`src/rtl/seq_detector_param.sv`:
```
// Detects a runtime-programmable PAT_LEN-bit pattern on a valid-qualified serial stream (overlap selectable).
// Registered one-cycle match pulse, latency 1 clock; no backpressure, bits are consumed only when in_valid=1.
module seq_detector_param #(
  parameter int                 PAT_LEN  = 5,
  parameter logic [PAT_LEN-1:0] PAT_INIT = 5'b10101,
  parameter int                 CNT_W    = 8
) (
  input  logic               clk,
  input  logic               reset,
  input  logic               in,
  input  logic               in_valid,
  input  logic               overlap,
  input  logic               cfg_load,
  input  logic [PAT_LEN-1:0] cfg_pattern,
  input  logic               cnt_clr,
  output logic               out,
  output logic [CNT_W-1:0]   match_count
);

  localparam int                FILL_W    = $clog2(PAT_LEN + 1);
  localparam logic [FILL_W-1:0] FILL_MAX  = FILL_W'(PAT_LEN);
  localparam logic [FILL_W-1:0] FILL_LAST = FILL_W'(PAT_LEN - 1);
  localparam logic [CNT_W-1:0]  CNT_MAX   = '1;

  typedef enum logic [1:0] {
    EMPTY   = 2'd0,
    FILLING = 2'd1,
    FULL    = 2'd2
  } state_t;

  state_t              state;
  state_t              state_nxt;
  logic [PAT_LEN-1:0]  pat_r;
  logic [PAT_LEN-1:0]  hist;
  logic [PAT_LEN-1:0]  cand;
  logic [FILL_W-1:0]   fill;
  logic [FILL_W-1:0]   fill_nxt;
  logic                accept;
  logic                armed;
  logic                hit;

  always_comb begin
    accept    = in_valid && !cfg_load;
    cand      = (hist << 1) | PAT_LEN'(in);
    // A compare is only meaningful once this bit completes a full window.
    armed     = (state == FULL) || (fill == FILL_LAST);
    hit       = accept && armed && (cand == pat_r);
    fill_nxt  = fill;
    if (accept) begin
      if (hit) begin
        fill_nxt = overlap ? FILL_MAX : '0;
      end else if (fill != FILL_MAX) begin
        fill_nxt = fill + FILL_W'(1);
      end
    end
    if (fill_nxt == '0) begin
      state_nxt = EMPTY;
    end else if (fill_nxt == FILL_MAX) begin
      state_nxt = FULL;
    end else begin
      state_nxt = FILLING;
    end
  end

  always_ff @(posedge clk or negedge reset) begin
    if (!reset) begin
      pat_r       <= PAT_INIT;
      hist        <= '0;
      fill        <= '0;
      state       <= EMPTY;
      out         <= 1'b0;
      match_count <= '0;
    end else begin
      if (cfg_load) begin
        pat_r <= cfg_pattern;
        hist  <= '0;
        fill  <= '0;
        state <= EMPTY;
        out   <= 1'b0;
      end else if (in_valid) begin
        hist  <= cand;
        fill  <= fill_nxt;
        state <= state_nxt;
        out   <= hit;
      end else begin
        out   <= 1'b0;
      end

      // Clear wins over the old value but a same-cycle hit still counts.
      if (cnt_clr) begin
        match_count <= hit ? CNT_W'(1) : '0;
      end else if (hit && (match_count != CNT_MAX)) begin
        match_count <= match_count + CNT_W'(1);
      end
    end
  end

endmodule
```
`config.mk`:
```
export PLATFORM = sky130hd
export DESIGN_NAME = seq_detector_param
export DESIGN_NICKNAME = d
export VERILOG_FILES = /design/src/rtl/seq_detector_param.sv
export SDC_FILE = /design/constraint.sdc
export NUM_CORES = 1
export LEC_CHECK = 0
export BUFFER_PORTS_ARGS = -buffer_cell sky130_fd_sc_hd__buf_4
export CORE_UTILIZATION = 40
export CTS_CLUSTER_SIZE = 28
export DETAILED_ROUTE_END_ITERATION = 10
export PLACE_DENSITY_LB_ADDON = 0.3
export SLEW_MARGIN = 10
export SYNTH_ARGS = -nofsm -noshare
export SYNTH_HDL_FRONTEND = slang
export SYNTH_SLANG_ARGS = --single-unit
```
`constraint.sdc`:
```
create_clock -name clk -period 2.25 [get_ports clk]
set_input_delay 0.45 -clock clk [delete_from_list [all_inputs] [get_ports clk]]
set_output_delay 0.45 -clock clk [all_outputs]
set_load 0.02 [all_outputs]
```
==> out/results.tsv <==
stage	metric	value	unit
setup_path	Worst Path Arrival	2.23	ns
synth	xor and xnor area share after synthesis	3.46	%
sta	Final Hold Viols	0	
setup_path	Critical Path Max Stage Delay	0.46	ns
floorplanning	area of the die	3400	um^2
floorplanning	Ports	21	
layout	area grow syn2layout	17.5	%
synth	register bit count reported by yosys	23	
floorplanning	Initial Util	41.9	%
global_routing	first-pass GRT wire length	4370	um
synth	net count after synthesis	145	
floorplanning	die width	58.3	um
synth	Post-synth ARST share	100	%
sta	Final min period	2.03	ns
setup_path	cell chain of the critical path	inv_1, ha_1, nand2_1, a21oi_1, nand3_2, nor4b_1, mux2_2	
placed_design	placed cell count	190	
placed_design	routability cong.	0.847	
floorplanning	core area	3030	um^2
layout	Final Util	49.2	%
layout	n_diodes	0	
setup_path	Req. time, crit path	2.45	ns
clocking	post-CTS sizing	0	
clocking	clk_lat worst skew	0.31	ns
sta	worst setup margin	0.220	ns
power	PwrDens	515	nW/um^2
power	P_leak	0.684	nW
route	vias	1025	
placed_design	dpl cell area	1460	um^2
synth	post-synthesis average cell area	9.83	um^2
sta	worst slew pin tran	0.342	ns
clocking	CTS tree	done	
route	Vias/cell	5.28	
synth	Simple-Gate Fraction of Synth Area	21.8	%
clocking	Clock Root Buffer	clkbuf_4	
route	Final ANT Viol Nets	0	
sta	Hold Slack	0.00437	ns
route	Routed Wire Length	2520	um
hold_path	worst hold-check path type	input port to async pin	
layout	final std cells w/o fill	194	
route	Iter 0 DRT Violations	29	
synth	Post-synth EDFFs	0	
placed_design	port bufs	20	
synth	Synthesis Warnings	0	
clocking	Post-CTS Setup Bufs	0	
setup_path	CP Launch Type	flop	
route	DRC viols	0	
setup_path	Slowest cell on crit path	dfrtp_1	
floorplanning	num rows	20	
global_routing	vias in the first global route	1033	
layout	ratio of cells with drive above 1 in the final layout	26.0	%
synth	Synth Area in Compound Gates	12.7	%
layout	post-route cell area	1490	um^2
sta	RSZ-0062 raised after global routing	false	
synth	predominant post-synthesis flop cell	dfrtp_1	
sta	TNS Setup	0	ns
synth	mapped cell area	1270	um^2
route	wire length per cell	13.0	um
sta	Relative slew margins	76.9	%
synth	Syn Inst Count	129	
global_routing	initial antenna violation count	0	
power	VDD IR max	0.270	mV
synth	Distinct cells, synth	37	
placed_design	DP HPWL	1900	um
sta	Max Slew Vio Count	0	
setup_path	element type at the critical path end	flop	
clocking	clock sinks	23	
job	Max Cap Violations	0	
setup_path	CP Class	flop to flop	
floorplanning	die height	58.3	um
route	1st-pass router iterations	4	
global_routing	pin count of the biggest net entering global routing	24	
clocking	total number of H-tree levels	1	
sta	Max Clock Skew	0.0103	ns
clocking	clock tree buffer depth	2	
power	overall power	0.766	mW
global_routing	overall routing resource usage	16.7	%
sta	final setup fails	0	
placed_design	DP Worst Slack	0.180	ns
clocking	# hold bufs at CTS	0	
setup_path	crit-path max FO	11	
global_routing	remaining global-route overflow	0	
synth	largest family of logic cells by synthesized area	simple AND/OR/NAND/NOR gates	
setup_path	Buf/Inv on CP	1	
synth	post-synthesis mux area share	9.38	%
clocking	clk slew on worst S/H paths	0.14	ns
clocking	CTS buffer count	3	
sta	Tcrit/Tclk final	90.2	%
layout	Layout Nets	167	
sta	Max Fclk	493	MHz
synth	Adder-Cell Fraction of Synth Area	3.95	%
synth	sequential share of the synthesized area	45.7	%
outcome	status	finished clean	
setup_path	critical path's top delay family	simple AND/OR/NAND/NOR gates	
## state kept, by name, summed over array words and instances (netlist names)
signal / cells
pat_r: 5
match_count: 8
out: 1
hist: 4
state: 2
fill: 3
## final cells by class
| class | instances | area (um^2) |
|---|---|---|
| multi-input combinational | 98 | 651 |
| sequential | 23 | 579 |
| inverter | 3 | 11.3 |
| tap | 44 | 55.1 |
| clock inverter | 1 | 5.00 |
| fill | 283 | 1540 |
| timing repair buffer | 22 | 165 |
| clock buffer | 3 | 22.5 |
## power breakdown
part / internal (mW) / switching [mW]
combinational: 0.0584 / 0.0619
sequential: 0.436 / 0.0153
clock: 0.0663 / 0.128
## routing by layer
layer / part of all wire, % / track usage (%)
met1: 45 / 21.1
met2: 50 / 28.4
met3: 4.8 / 3.30
met4: 0.60 / 6.12
met5: 0 / 0
## path summary, 6_finish.rpt
| kind | start | to | slack [ns] | depth (start not counted) |
|---|---|---|---|---|
| hold reg to reg | state[0] | state[0] | 0.50 | 1 |
| hold / removal | reset | pat_r[3] | 0.004 | 1 |
| max in group asynchronous | reset | pat_r[4] | 1.96 | 1 |
| setup / recovery | fill[1] | match_count[4] | 0.22 | 7 |
| min in group clk | cnt_clr | match_count[3] | 0.35 | 2 |
| setup reg to reg | fill[1] | match_count[4] | 0.22 | 7 |
## cells in the mapped netlist, types with 2 or more instances
| master | instances | area share, % |
|---|---|---|
| inv_1 | 3 | 0.89 |
| nand4_1 | 2 | 0.99 |
| dfstp_2 | 3 | 6.2 |
| and3_1 | 2 | 0.99 |
| xor2_1 | 4 | 2.8 |
| clkbuf_1 | 4 | 1.2 |
| nand3_1 | 5 | 2.0 |
| ha_1 | 4 | 3.9 |
| a21oi_1 | 8 | 3.2 |
| or3_1 | 5 | 2.5 |
| dfrtp_1 | 20 | 39 |
| a31oi_1 | 2 | 0.99 |
| o21ai_0 | 10 | 3.9 |
| nand2_1 | 11 | 3.3 |
| and4_1 | 2 | 1.4 |
| mux2_2 | 7 | 6.2 |
| nor2b_1 | 2 | 0.99 |
| mux2i_1 | 4 | 3.2 |
| nor2_1 | 13 | 3.9 |
## cells in the final DEF (no fill, tap or decap), types with 2 or more instances in the layout
cell,Yosys,routed
and4_1,2,2
o21ai_0,10,10
nor2_1,13,13
and3_1,2,2
nand3_1,5,5
nand2_1,11,11
xor2_1,4,4
mux2i_1,4,4
mux2_2,7,7
dfstp_2,3,3
ha_1,4,4
buf_4,0,22
a21oi_1,8,8
nand4_1,2,2
dfrtp_1,20,20
inv_1,3,3
nor2b_1,2,2
or3_1,5,5
a31oi_1,2,2
clkbuf_4,0,3
## logic make-up (layout without fill, tap and decap cells)
kind of cell / count (synthesis) / count (layout)
and+or+nand+nor: 51 / 51
xor gates and xnor gates: 5 / 5
buffers and inverters: 8 / 29
DFF: 23 / 23
AOI/OAI and AO/OA: 27 / 27
muxes: 11 / 11
adders and majority gates: 4 / 4
(Power assumes the default switching activity.)
